[src/rtl/pipelined_cla_adder.sv]
// Pipelined carry-lookahead adder/subtractor: one GROUP-bit lookahead group per stage,
// with valid/ready flow control and an output register, giving WIDTH/GROUP cycles of latency.

module cla_group #(
    parameter int GROUP = 4
) (
    input  logic [GROUP-1:0] a,
    input  logic [GROUP-1:0] b,
    input  logic             cin,
    output logic [GROUP-1:0] s,
    output logic             cout,
    output logic             c_msb
);
    logic [GROUP-1:0] p, g, c;
    logic             prod, term, gg, pg;

    // Every carry is a flat sum of generate terms, so there is no ripple inside the group.
    always_comb begin
        p    = a ^ b;
        g    = a & b;
        c    = '0;
        c[0] = cin;
        prod = 1'b1;
        term = 1'b0;
        for (int i = 1; i < GROUP; i++) begin
            prod = 1'b1;
            term = 1'b0;
            for (int j = i - 1; j >= 0; j--) begin
                term = term | (g[j] & prod);
                prod = prod & p[j];
            end
            c[i] = term | (cin & prod);
        end
        gg   = 1'b0;
        prod = 1'b1;
        for (int j = GROUP - 1; j >= 0; j--) begin
            gg   = gg | (g[j] & prod);
            prod = prod & p[j];
        end
        pg    = &p;
        cout  = gg | (pg & cin);
        s     = p ^ c;
        c_msb = c[GROUP-1];
    end
endmodule

module pipelined_cla_adder #(
    parameter int WIDTH = 16,
    parameter int GROUP = 4
) (
    input  logic             Clk,
    input  logic             Reset,
    input  logic             in_valid,
    output logic             in_ready,
    input  logic [WIDTH-1:0] A,
    input  logic [WIDTH-1:0] B,
    input  logic             c_in,
    input  logic             sub,
    output logic             out_valid,
    input  logic             out_ready,
    output logic [WIDTH-1:0] S,
    output logic             c_out,
    output logic             overflow,
    output logic             zero
);
    localparam int N = WIDTH / GROUP;

    logic [N-1:0]            v_q, v_d, c_q, c_d;
    logic [N-1:0][WIDTH-1:0] a_q, a_d, b_q, b_d, s_q, s_d;
    logic [N-1:0][GROUP-1:0] gsum;
    logic [N-1:0]            gcout, gcmsb;
    logic [N:0]              adv;
    logic [WIDTH-1:0]        s_fin;

    logic             out_valid_q, out_valid_d;
    logic [WIDTH-1:0] s_out_q, s_out_d;
    logic             c_out_q, c_out_d, ovf_q, ovf_d, zero_q, zero_d;

    // Operand bits of the last stage and the MSB carries of inner groups feed nothing further.
    logic unused_bits;
    assign unused_bits = ^{a_q[N-1], b_q[N-1], gcmsb};

    for (genvar k = 0; k < N; k++) begin : g_grp
        cla_group #(.GROUP(GROUP)) u_grp (
            .a    (a_q[k][k*GROUP +: GROUP]),
            .b    (b_q[k][k*GROUP +: GROUP]),
            .cin  (c_q[k]),
            .s    (gsum[k]),
            .cout (gcout[k]),
            .c_msb(gcmsb[k])
        );
    end

    always_comb begin
        adv    = '0;
        adv[N] = !out_valid_q | out_ready;
        for (int k = N - 1; k >= 0; k--) begin
            adv[k] = !v_q[k] | adv[k+1];
        end
    end

    assign in_ready = adv[0];

    always_comb begin
        v_d = v_q;
        c_d = c_q;
        a_d = a_q;
        b_d = b_q;
        s_d = s_q;
        if (adv[0]) begin
            v_d[0] = in_valid;
            a_d[0] = A;
            b_d[0] = sub ? ~B : B;
            c_d[0] = sub | c_in;
            s_d[0] = '0;
        end
        for (int k = 1; k < N; k++) begin
            if (adv[k]) begin
                v_d[k] = v_q[k-1];
                a_d[k] = a_q[k-1];
                b_d[k] = b_q[k-1];
                c_d[k] = gcout[k-1];
                s_d[k] = s_q[k-1];
                s_d[k][(k-1)*GROUP +: GROUP] = gsum[k-1];
            end
        end
    end

    // Result data only moves on a real transaction, so bubbles never disturb S.
    always_comb begin
        s_fin = s_q[N-1];
        s_fin[(N-1)*GROUP +: GROUP] = gsum[N-1];
        out_valid_d = out_valid_q;
        s_out_d     = s_out_q;
        c_out_d     = c_out_q;
        ovf_d       = ovf_q;
        zero_d      = zero_q;
        if (adv[N]) begin
            out_valid_d = v_q[N-1];
            if (v_q[N-1]) begin
                s_out_d = s_fin;
                c_out_d = gcout[N-1];
                ovf_d   = gcout[N-1] ^ gcmsb[N-1];
                zero_d  = (s_fin == '0);
            end
        end
    end

    always_ff @(posedge Clk or posedge Reset) begin
        if (Reset) begin
            v_q         <= '0;
            c_q         <= '0;
            a_q         <= '0;
            b_q         <= '0;
            s_q         <= '0;
            out_valid_q <= 1'b0;
            s_out_q     <= '0;
            c_out_q     <= 1'b0;
            ovf_q       <= 1'b0;
            zero_q      <= 1'b0;
        end else begin
            v_q         <= v_d;
            c_q         <= c_d;
            a_q         <= a_d;
            b_q         <= b_d;
            s_q         <= s_d;
            out_valid_q <= out_valid_d;
            s_out_q     <= s_out_d;
            c_out_q     <= c_out_d;
            ovf_q       <= ovf_d;
            zero_q      <= zero_d;
        end
    end

    assign out_valid = out_valid_q;
    assign S         = s_out_q;
    assign c_out     = c_out_q;
    assign overflow  = ovf_q;
    assign zero      = zero_q;
endmodule
[config.mk]
export PLATFORM = sky130hd
export DESIGN_NAME = pipelined_cla_adder
export DESIGN_NICKNAME = d
export VERILOG_FILES = /design/src/rtl/pipelined_cla_adder.sv
export SDC_FILE = /design/constraint.sdc
export NUM_CORES = 1
export LEC_CHECK = 0
export ABC_AREA = 1
export BUFFER_PORTS_ARGS = -buffer_cell sky130_fd_sc_hd__buf_4
export CAP_MARGIN = 20
export CELL_PAD_IN_SITES_DETAIL_PLACEMENT = 0
export CELL_PAD_IN_SITES_GLOBAL_PLACEMENT = 1
export CORE_MARGIN = 4
export CORE_UTILIZATION = 48
export CTS_CLUSTER_DIAMETER = 120
export DETAILED_ROUTE_END_ITERATION = 6
export PLACE_DENSITY_LB_ADDON = 0.2
export SETUP_SLACK_MARGIN = 0.15
export SKIP_CTS_REPAIR_TIMING = 1
export SYNTH_ARGS = -nofsm -noshare
export SYNTH_HDL_FRONTEND = slang
export SYNTH_SLANG_ARGS = --single-unit
export TNS_END_PERCENT = 50
[constraint.sdc]
create_clock -name Clk -period 9 [get_ports Clk]
set_input_delay 1.8 -clock Clk [delete_from_list [all_inputs] [get_ports Clk]]
set_output_delay 1.8 -clock Clk [all_outputs]
set_load 0.03 [all_outputs]
## Word level (Yosys, flattened, before mapping)

Cells that the tools add are included.

- Flip-flop bits (word level): 180
- Word-level logic and storage cells: 156

- Muxes and demuxes: 1
- Bitwise operators: 120
- Reduce and logical (&&, ||, !) cells: 11

Operators by type and width:

| operator | count |
|---|---|
| 1-bit AND | 60 |
| 1-bit bitwise OR | 46 |
| 4-bit bitwise XOR | 8 |
| 4-bit AND | 4 |
| 16-bit logical NOT | 1 |
| 16-bit 2-to-1 mux | 1 |
| 16-bit inverter | 1 |
| 4-bit AND reduction | 4 |
| 1-bit logical NOT | 5 |
| 2-bit AND reduction | 1 |
| 1-bit bitwise XOR | 1 |

## Logic depth before layout (Yosys ltp)

Gate-level depths: netlist of the first run.

- Depth in word-level cells: 7
- Gate-level depth with buffers: 10

## Hierarchy

A second synthesis of the first run with hierarchy kept.

- Cell total of the unflattened synthesis: 682
- Area, all modules: 6028.3 µm²

Modules (own cells, without submodules):

| module | times used | cells each | area each (µm²) |
|---|---|---|---|
| pipelined_cla_adder | 1 | 562 | 5260.0 |
| cla_group (g_grp[0].u_grp ...) | 2 | 31 | 193.9 |
| cla_group (g_grp[2].u_grp) | 1 | 31 | 196.4 |
| cla_group (g_grp[3].u_grp) | 1 | 27 | 183.9 |

## Worst setup path before layout of the first run

No wires, ideal clock.

- Path kind: input -> output
- Start: in out_ready
- End: out in_ready
- Arrival time: 2.596 ns
- Path slack: 4.604 ns
- Cell stages on the path: 7
- Path buffers: 1
- Cell sequence: inv_1 -> nand3_2 -> nor2_2 -> nand2_2 -> nor2_4 -> inv_2 -> buf_6

- Word-level cells in the longest chain between the ends: 5

Ends and longest elaborated chain:

| what | line | text |
|---|---|---|
| start, declared | 60 | `input logic out_ready,` |
| 1-bit bitwise OR | 96 | `adv[N] = !out_valid_q \| out_ready;` |
| 1-bit bitwise OR (4 in a row) | 98 | `adv[k] = !v_q[k] \| adv[k+1];` |
| end, declared | 54 | `output logic in_ready,` |

Every way passes these cells.

## Final worst setup path of the first run

Same ends and word-level chain as after synthesis.

==> impl_results.md, run 1 <==
- Psw: 687.9 uW
- # rows: 39
- Post-Synthesis Net Count: 693
- Port Buf Inserts: 58
- Cell area after layout: 6850 um2
- Die W: 117.1 um
- Combinational power share: 26.0%
- Die H: 117.1 um
- Diodes inserted: 0
- DPL Wire Length: 7430 um
- Post-synth cell types: 26
- Most common cell after layout, fill and taps aside: nand2_1
- Pleak: 0.003456 uW
- H-tree depth: 4
- Clock transition at path regs: 0.06 ns
- Period minus WS final: 6.813 ns
- Routed via count: 4029
- Total gr overflow: 0
- Layout Nets: 747
- P&R area growth vs syn: 19.86%
- Post-route setup TNS: 0 ns
- TritonCTS Sinks: 132
- DRC: 0
- DRT iter0 DRCs: 313
- Worst IR Drop VDD: 0.1107 mV
- IO Count: 59
- Total CTS buffers: 17
- Seq pwr share: 40.2%
- Pin count of the biggest net entering global routing: 73
- Worst-Margin Slew: 0.9437 ns
- CP Max Fanout: 51
- Core area: 11520 um2
- Crit path buffers/inverters: 5
- Pint: 1435 uW
- Placement Cell Area: 6225 um2
- CP delay by family, top: simple AND/OR/NAND/NOR gates
- RSZ-0062 raised after global routing: false
- Syn_area_per_cell: 9.001 um2
- First-pass GRT wire length: 18530 um
- Crit-path cells: buf_4, inv_1, nand3_2, nor2_2, buf_4, nand2_2, nor2_4, inv_2, buf_4
- Fin. Hold Viols: 0
- Yosys Warn Count: 0
- Final clock period utilization by the worst path: 75.70%
- #FFs+latches synth: 132
- Synthesized instance count: 635
- Power Dens Cells: 309.9 nW/um2
- Share of the core filled with cells: 59.49%
- Max-slew violation count: 0
- Number of global-route vias before repair: 3937
- Clock Latency Late Sink: 0.41 ns
- Final Skew: 0.008520 ns
- Clk buf depth: 2
- Gr usage total: 17.43%
- Initial Util: 49.63%
- Avg WL per Cell: 12.62 um
- Worst Setup End Kind: primary output
- Initial antenna violation count: 0
- Final number of setup-violating endpoints: 0
- Max-slew headroom at the worst pin: 36.94%
- Setup CP Type: input pin to primary output
- Outcome: complete, no violations
- Root Buffer: clkbuf_16
- Critical path's slowest cell: nor2_4
- CTS tree: yes
- Crit-path most repeated cell: buf_4
- Die area: 13720 um2
- Sequential-to-total area share from yosys stat: 57.79%
- HP Class: register to register
- CP peak stage delay: 0.89 ns
- ANT nets after route: 0
- Drt via density: 4.768
- Clock group share of total power: 33.8%
- Critical Path RT: 7.20 ns
- Data arrival, critical path: 5.01 ns
- Fmax: 146.8 MHz
- Syn Std Cell Area: 5715 um2
- Final RePlAce weighted congestion: 0.7488
- DR pass1 iterations: 5
- Most frequent cells in the layout: 227 x nand2_1, 132 x dfrtp_1, 85 x o21ai_0, 60 x buf_4, 58 x inv_1
- Switching share of power: 32.40%
- Worst hold slack: 0.4633 ns
- Crit start category: input pin
- WL final: 10660 um
- Layout cells sized above 1: 14.39%
- Number of max-cap violations: 0
[cell usage after synthesis]
cell type / count / area share (%)
or2_2: 4 / 0.44
a31oi_1: 2 / 0.22
nand4_1: 1 / 0.11
buf_4: 2 / 0.26
nand3_2: 1 / 0.18
o21ai_0: 85 / 7.4
clkbuf_1: 11 / 0.72
fa_1: 4 / 1.4
nand3_1: 14 / 1.2
nand2_2: 1 / 0.11
xnor2_1: 18 / 2.8
buf_6: 1 / 0.20
inv_2: 1 / 0.066
nor2_2: 1 / 0.11
a21oi_1: 10 / 0.88
ha_1: 16 / 3.5
buf_2: 11 / 0.96
nand2_1: 227 / 15
inv_1: 59 / 3.9
clkinv_1: 1 / 0.066
nand3b_1: 4 / 0.53
o22ai_1: 3 / 0.33
xor2_1: 1 / 0.15
dfrtp_1: 132 / 58
nor2_4: 1 / 0.20
nor2_1: 24 / 1.6
[path summary, 6_finish.rpt]
path | to | slack (ns) | from | cells after the start
setup / recovery | in_ready | 2.19 | out_ready | 9
hold / removal | v_q[3]$_DFFE_PP0P_ | 0.46 | v_q[2]$_DFFE_PP0P_ | 2
setup reg to reg | a_q[7]$_DFFE_PP0P_ | 5.50 | out_valid$_DFFE_PP0N_ | 8
hold reg to reg | v_q[3]$_DFFE_PP0P_ | 0.46 | v_q[2]$_DFFE_PP0P_ | 2
max in group asynchronous | b_q[29]$_DFFE_PP0P_ | 6.14 | Reset | 3
min in group asynchronous | S[10]$_DFFE_PP0P_ | 1.58 | Reset | 2
[power groups by stage]
stage / logic, uW / clock network, uW / registers [uW]
6_report: 552 / 718 / 853
5_1_grt: 634 / 761 / 872
4_1_cts: 562 / 734 / 855
3_5_place_dp: 558 / 0 / 863
3_3_place_gp: 545 / 0 / 856
2_1_floorplan: 323 / 0 / 915
[flip-flops by register name (all words and copies together), names as in the netlist]
register	flops
overflow	1
c_out	1
b_q	40
zero	1
s_q	12
a_q	40
s_fin	12
S	16
v_q	4
out_valid	1
c_q	4
[worst register-to-register path, delay by kind of cell, from the launching register on]
kind                   cells  cell delay (ns)
AND/OR/NAND/NOR            6             2.30
buffers and inverters      2             0.72
flip-flops                 1             0.38
[cell families (layout without fill, tap and decap cells)]
| kind of cell | count (synthesis) | after routing | synth area share (%) |
|---|---|---|---|
| compound gates | 100 | 100 | 8.866 |
| xor+xnor | 19 | 19 | 2.912 |
| fa+ha+maj | 20 | 20 | 4.904 |
| buf+inv | 86 | 153 | 6.151 |
| flops | 132 | 132 | 57.79 |
| simple gates | 278 | 278 | 19.37 |
[per-layer routing]
| layer | wire length, um | track usage (%) | share of wire, % |
|---|---|---|---|
| met3 | 446 | 4.987 | 4.2 |
| met5 | 0 | 0 | 0 |
| met4 | 172 | 6.728 | 1.6 |
| met1 | 5223 | 23.46 | 49 |
| met2 | 4817 | 26.96 | 45 |
[area by class of cell]
type	count	area, um2
clock buffer	19	442.9
clock inverter	13	182.7
fill	1021	4666
inverter	61	231.5
multi-input combinational	417	2061
sequential	132	3303
tap	143	178.9
timing repair buffer	60	450.4
[stage by stage]
step	instances	setup WS (ns)	total power [uW]
after floorplan	635	3.674	1239
after detailed placement	813	2.145	1421
after CTS	845	2.128	2151
after global placement	813	2.182	1401
after global routing	845	1.695	2267
final	845	2.187	2123
(Power assumes the default switching activity.)
==> inputs of run 2 (changes only) <==
--- a/config.mk
+++ b/config.mk
@@ -11,7 +11,7 @@
 export CELL_PAD_IN_SITES_DETAIL_PLACEMENT = 0
 export CELL_PAD_IN_SITES_GLOBAL_PLACEMENT = 1
 export CORE_MARGIN = 4
-export CORE_UTILIZATION = 48
+export CORE_UTILIZATION = 40
 export CTS_CLUSTER_DIAMETER = 120
 export DETAILED_ROUTE_END_ITERATION = 6
 export PLACE_DENSITY_LB_ADDON = 0.2
==> constraint.sdc (replaced) <==
create_clock -name Clk -period 5.98 [get_ports Clk]
set_input_delay 1.196 -clock Clk [delete_from_list [all_inputs] [get_ports Clk]]
set_output_delay 1.196 -clock Clk [all_outputs]
set_load 0.03 [all_outputs]
==> run 2 against run 1 <==
Global-route usage down 2.8 points. Largest cell class unchanged. Clock-buffer cell count rose by 5. Clock skew fell by 0.00076 ns. Routed wire length is 1.1% higher.
==> impl_results.md, run 2 (same netlist as run 1, synthesis figures left out) <==
- Port Buf Inserts: 58 (unchanged)
- Combinational power share: 26.6% (was 26.0%)
- Clock Latency Late Sink: 0.41 ns (about the same)
- Final RePlAce weighted congestion: 0.7518 (was 0.7488)
- Period minus WS final: 4.788 ns
- Pin count of the biggest net entering global routing: 78 (was 73)
- Outcome: complete, no violations (unchanged)
- Worst-Margin Slew: 0.9519 ns (was 0.9437 ns)
- TritonCTS Sinks: 132 (unchanged)
- Final Skew: 0.007757 ns (was 0.008520 ns)
- Max-slew violation count: 0 (unchanged)
- Initial antenna violation count: 0 (unchanged)
- Final number of setup-violating endpoints: 0 (unchanged)
- Layout Nets: 748 (was 747)
- Fin. Hold Viols: 0 (unchanged)
- First-pass GRT wire length: 19190 um (was 18530 um)
- CP Max Fanout: 47 (was 51)
- CTS tree: yes (unchanged)
- Psw: 1021 uW (was 687.9 uW)
- Seq pwr share: 40.9% (was 40.2%)
- Cell area after layout: 6869 um2 (was 6850 um2)
- Initial Util: 41.02% (was 49.63%)
- DRC: 0 (unchanged)
- Total CTS buffers: 17 (unchanged)
- Pint: 2108 uW (was 1435 uW)
- Routed via count: 3998 (was 4029)
- Most frequent cells in the layout: 227 x nand2_1, 132 x dfrtp_1, 85 x o21ai_0, 61 x buf_4, 58 x inv_1 (was 227 x nand2_1, 132 x dfrtp_1, 85 x o21ai_0, 60 x buf_4, 58 x inv_1)
- ANT nets after route: 0 (unchanged)
- Number of max-cap violations: 0 (unchanged)
- IO Count: 59 (unchanged)
- Pre-CTS WS: 1.130 ns (was 2.145 ns)
- Die H: 127.5 um (was 117.1 um)
- Critical Path RT: 4.78 ns (was 7.20 ns)
- DRT iter0 DRCs: 204 (was 313)
- Gr usage total: 14.64% (was 17.43%)
- Drt via density: 4.528 (was 4.768)
- Pleak: 0.003452 uW (was 0.003456 uW)
- RSZ-0062 raised after global routing: false (unchanged)
- Number of global-route vias before repair: 4032 (was 3937)
- DR pass1 iterations: 6 (was 5)
- Fmax: 208.9 MHz
- Clock transition at path regs: 0.05 ns (was 0.06 ns)
- Die W: 127.5 um (was 117.1 um)
- Worst Setup End Kind: primary output (unchanged)
- Crit start category: input pin (unchanged)
- # rows: 43 (was 39)
- WL final: 10780 um (was 10660 um)
- Core area: 13930 um2 (was 11520 um2)
- H-tree depth: 4 (unchanged)
- Share of the core filled with cells: 49.30% (was 59.49%)
- Placement Cell Area: 6279 um2 (was 6225 um2)
- Total gr overflow: 0 (unchanged)
- DPL Wire Length: 7517 um (was 7430 um)
- HP Class: register to register (unchanged)
- Data arrival, critical path: 3.59 ns (was 5.01 ns)
- Clk buf depth: 2 (unchanged)
- Setup WS post-layout: 1.192 ns (was 2.187 ns)
- Most common cell after layout, fill and taps aside: nand2_1 (unchanged)
- Diodes inserted: 0 (unchanged)
- P&R area growth vs syn: 20.18% (was 19.86%)
- Clock group share of total power: 32.5% (was 33.8%)
- Post-route setup TNS: 0 ns (unchanged)
- Setup CP Type: input pin to primary output (unchanged)
- Final clock period utilization by the worst path: 80.07%
- Die area: 16270 um2 (was 13720 um2)
- Worst IR Drop VDD: 0.2117 mV (was 0.1107 mV)
- Switching share of power: 32.62% (was 32.40%)
- Layout cells sized above 1: 14.22% (was 14.39%)
- Max-slew headroom at the worst pin: 36.54% (was 36.94%)
- Root Buffer: clkbuf_16 (unchanged)
- Power Dens Cells: 455.6 nW/um2 (was 309.9 nW/um2)
- Avg WL per Cell: 12.21 um (was 12.62 um)
-- run 2: layout make-up --
type / instances / area [um2]
timing repair buffer: 61 / 457.9
sequential: 132 / 3303
tap: 180 / 225.2
inverter: 61 / 231.5
multi-input combinational: 417 / 2061
clock buffer: 24 / 491.7
fill: 1316 / 7066
clock inverter: 8 / 98.84
-- run 2: power groups by stage --
stage	logic [uW]	clock network, uW	registers (uW)
finish	833	1020	1280
global route	961	1080	1310
CTS	848	1040	1280
detailed placement	842	0	1300
global placement	830	0	1290
floorplan	486	0	1380
-- run 2: final timing paths --
| check | to | cells past startpoint | slack, ns | from |
|---|---|---|---|---|
| worst max-delay path | in_ready | 9 | 1.19 | out_ready |
| worst min-delay path | v_q[3]$_DFFE_PP0P_ | 2 | 0.47 | v_q[2]$_DFFE_PP0P_ |
| worst max register to register | b_q[15]$_DFFE_PP0P_ | 7 | 3.04 | out_valid$_DFFE_PP0N_ |
| worst min register to register | v_q[3]$_DFFE_PP0P_ | 2 | 0.47 | v_q[2]$_DFFE_PP0P_ |
| max in group asynchronous | a_q[22]$_DFFE_PP0P_ | 3 | 3.66 | Reset |
| min in group asynchronous | s_fin[1]$_DFFE_PP0P_ | 2 | 0.91 | Reset |
-- run 2: per-layer routing --
metal	global-route usage [%]	vias to the layer above	routed length (um)
met3	4.473	9	444
met1	20.62	1816	5520
li1	-	2112	-
met2	21.43	61	4694
met4	5.300	0	122
met5	0	-	0
-- run 2: stage by stage --
| step | instances | power (uW) | hold WS (ns) |
|---|---|---|---|
| floorplan | 635 | 1864 | 0.4329 |
| global placement | 851 | 2119 | 0.4635 |
| detailed placement | 851 | 2138 | 0.4661 |
| CTS | 883 | 3176 | 0.4815 |
| global route | 883 | 3358 | 0.5007 |
| finish | 883 | 3129 | 0.4727 |
-- run 2: worst max-delay path, cell delays in order --
cell	delay (ns)
buf_4	0.11
inv_1	0.07
nand3_2	0.45
nor2_2	0.22
buf_4	0.37
nand2_2	0.50
nor2_4	0.26
inv_2	0.18
buf_4	0.22
==> inputs of run 3 (changes only) <==
==> constraint.sdc (replaced) <==
create_clock -name Clk -period 3.9 [get_ports Clk]
set_input_delay 0.78 -clock Clk [delete_from_list [all_inputs] [get_ports Clk]]
set_output_delay 0.78 -clock Clk [all_outputs]
set_load 0.03 [all_outputs]
==> run 3 against run 2 <==
Clock skew is 0.00099 ns lower. Combinational power is 55% higher. Clock power is 53% higher. Largest power group unchanged. Core utilization is 0.42 points higher. Highest routed layer unchanged. Routed wire length is 0.22% lower. Sequential cell count stayed put. First-iteration DRC count is 9.3% higher. Clock-buffer cell count is 1 higher.
==> impl_results.md, run 3 (same netlist as run 1, synthesis figures left out) <==
- Die W: 127.5 um (unchanged)
- Final number of setup-violating endpoints: 0 (unchanged)
- Most common cell after layout, fill and taps aside: nand2_1 (unchanged)
- # rows: 43 (unchanged)
- Worst-Margin Slew: 0.4371 ns (was 0.9519 ns)
- Crit-path cells: buf_4, inv_1, nand3_2, nor2_2, nand2_2, nor2_4, inv_2, buf_4 (was buf_4, inv_1, nand3_2, nor2_2, buf_4, nand2_2, nor2_4, inv_2, buf_4)
- Max-slew headroom at the worst pin: 70.86% (was 36.54%)
- Most frequent cells in the layout: 227 x nand2_1, 132 x dfrtp_1, 85 x o21ai_0, 64 x buf_4, 58 x inv_1 (was 227 x nand2_1, 132 x dfrtp_1, 85 x o21ai_0, 61 x buf_4, 58 x inv_1)
- Fmax: 399.3 MHz
- Die H: 127.5 um (unchanged)
- Root Buffer: clkbuf_16 (unchanged)
- DPL Wire Length: 7629 um (was 7517 um)
- DR pass1 iterations: 4 (was 6)
- CTS tree: yes (unchanged)
- Final RePlAce weighted congestion: 0.7759 (was 0.7518)
- Final clock period utilization by the worst path: 64.21%
- TritonCTS Sinks: 132 (unchanged)
- HP Class: input pin to asynchronous set/reset pin (was register to register)
- Crit-path most repeated cell: buf_4 (unchanged)
- Critical path's slowest cell: buf_4 (was nand2_2)
- Crit start category: input pin (unchanged)
- Reg2reg end: zero$_DFFE_PP0P_ (was b_q[15]$_DFFE_PP0P_)
- Clk buf depth: 2 (unchanged)
- Number of global-route vias before repair: 4037 (was 4032)
- Data arrival, critical path: 1.72 ns (was 3.59 ns)
- P&R area growth vs syn: 21.21% (was 20.18%)
- ANT nets after route: 0 (unchanged)
- Cell area after layout: 6928 um2 (was 6869 um2)
- RSZ-0062 raised after global routing: false (unchanged)
- Initial antenna violation count: 0 (unchanged)
- Critical R2R Launch: c_q[3]$_DFFE_PP0P_ (was out_valid$_DFFE_PP0N_)
- Total gr overflow: 0 (unchanged)
- H-tree depth: 4 (unchanged)
- Layout Nets: 753 (was 748)
- Crit path buffers/inverters: 4 (was 5)
- IO Count: 59 (unchanged)
- DRT iter0 DRCs: 223 (was 204)
- CP peak stage delay: 0.22 ns (was 0.50 ns)
- Clock Latency Late Sink: 0.41 ns (about the same)
- WL final: 10760 um (was 10780 um)
- Worst IR Drop VDD: 0.2914 mV (was 0.2117 mV)
- CP delay by family, top: buffers and inverters (was simple AND/OR/NAND/NOR gates)
- Initial Util: 41.02% (unchanged)
- Avg WL per Cell: 12.15 um (was 12.21 um)
- Outcome: complete, no violations (unchanged)
- Worst Setup End Kind: primary output (unchanged)
- Critical Path RT: 3.12 ns (was 4.78 ns)
- Clock transition at path regs: 0.05 ns (about the same)
- Period minus WS final: 2.504 ns
- Port Buf Inserts: 58 (unchanged)
- Pin count of the biggest net entering global routing: 64 (was 78)
- Diodes inserted: 0 (unchanged)
- Final Skew: 0.006764 ns (was 0.007757 ns)
- Worst R2R Path Depth: 10 (was 7)
- CP Max Fanout: 18 (was 47)
- Pleak: 0.003485 uW (was 0.003452 uW)
- Power Dens Cells: 694.2 nW/um2 (was 455.6 nW/um2)
- Setup CP Type: input pin to primary output (unchanged)
- Die area: 16270 um2 (unchanged)
- Layout cells sized above 1: 14.61% (was 14.22%)
- Routed via count: 4029 (was 3998)
- Gr usage total: 14.94% (was 14.64%)
- Max-slew violation count: 0 (unchanged)
- First-pass GRT wire length: 19510 um (was 19190 um)
- Share of the core filled with cells: 49.72% (was 49.30%)
- Number of max-cap violations: 0 (unchanged)
- Total CTS buffers: 17 (unchanged)
- Fin. Hold Viols: 0 (unchanged)
- Post-route setup TNS: 0 ns (unchanged)
- Slack of the worst reg-to-reg path: 2.26 ns (was 3.04 ns)
- Placement Cell Area: 6322 um2 (was 6279 um2)
- Drt via density: 4.553 (was 4.528)
- Core area: 13930 um2 (unchanged)
- DRC: 0 (unchanged)
==> run 3: cell types whose count changed in the layout (fill, tap and decap cells not counted), sizes merged <==
cell,previous run,this run
buf,61,66
clkinvlp,2,1
clkinv,5,3
clkbuf,24,25
inv,60,59
==> run 3: power by group <==
group	internal [uW]	switching [uW]	leakage [uW]
Sequential	1750	214	0.00156
Clock	1030	528	0.000291
Combinational	491	801	0.00163
Total	3270	1540	0.00348
==> run 3: area by class of cell <==
type / instances / area, um2
Clock buffer: 25 / 515.5
Clock inverter: 4 / 70.07
Fill cell: 1301 / 7007
Inverter: 61 / 232.7
Multi-Input combinational cell: 417 / 2061
Sequential cell: 132 / 3303
Tap cell: 180 / 225.2
Timing Repair Buffer: 66 / 520.5
==> run 3: per-stage QoR <==
stage                     total power (uW)  instances  hold slack [ns]  setup slack, ns
after floorplan                       2859        635           0.4329            1.483
after global placement                3255        855           0.4380            1.401
after detailed placement              3289        855           0.4466            1.366
after CTS                             4884        884           0.4588            1.360
after global routing                  5174        885           0.2763            1.283
final                                 4809        885           0.2936            1.396
==> run 3: per-layer routing <==
metal / vias up / share of wire (%) / GRT usage (%)
met2: 74 / 44 / 22.48
met5: - / 0 / 0
met3: 13 / 4.0 / 3.888
met1: 1829 / 51 / 20.72
met4: 0 / 1.4 / 5.868
li1: 2113 / - / -
==> run 3: how the worst max path moves through the flow <==
stage | cells past startpoint | startpoint | slack, ns | endpoint
detailed placement | 8 | out_ready | 1.37 | in_ready
finish | 8 | out_ready | 1.40 | in_ready
global route | 8 | out_ready | 1.28 | in_ready
global placement | 8 | out_ready | 1.40 | in_ready
floorplan | 1 | Reset | 1.48 | S[0]$_DFFE_PP0P_
CTS | 8 | out_ready | 1.36 | in_ready
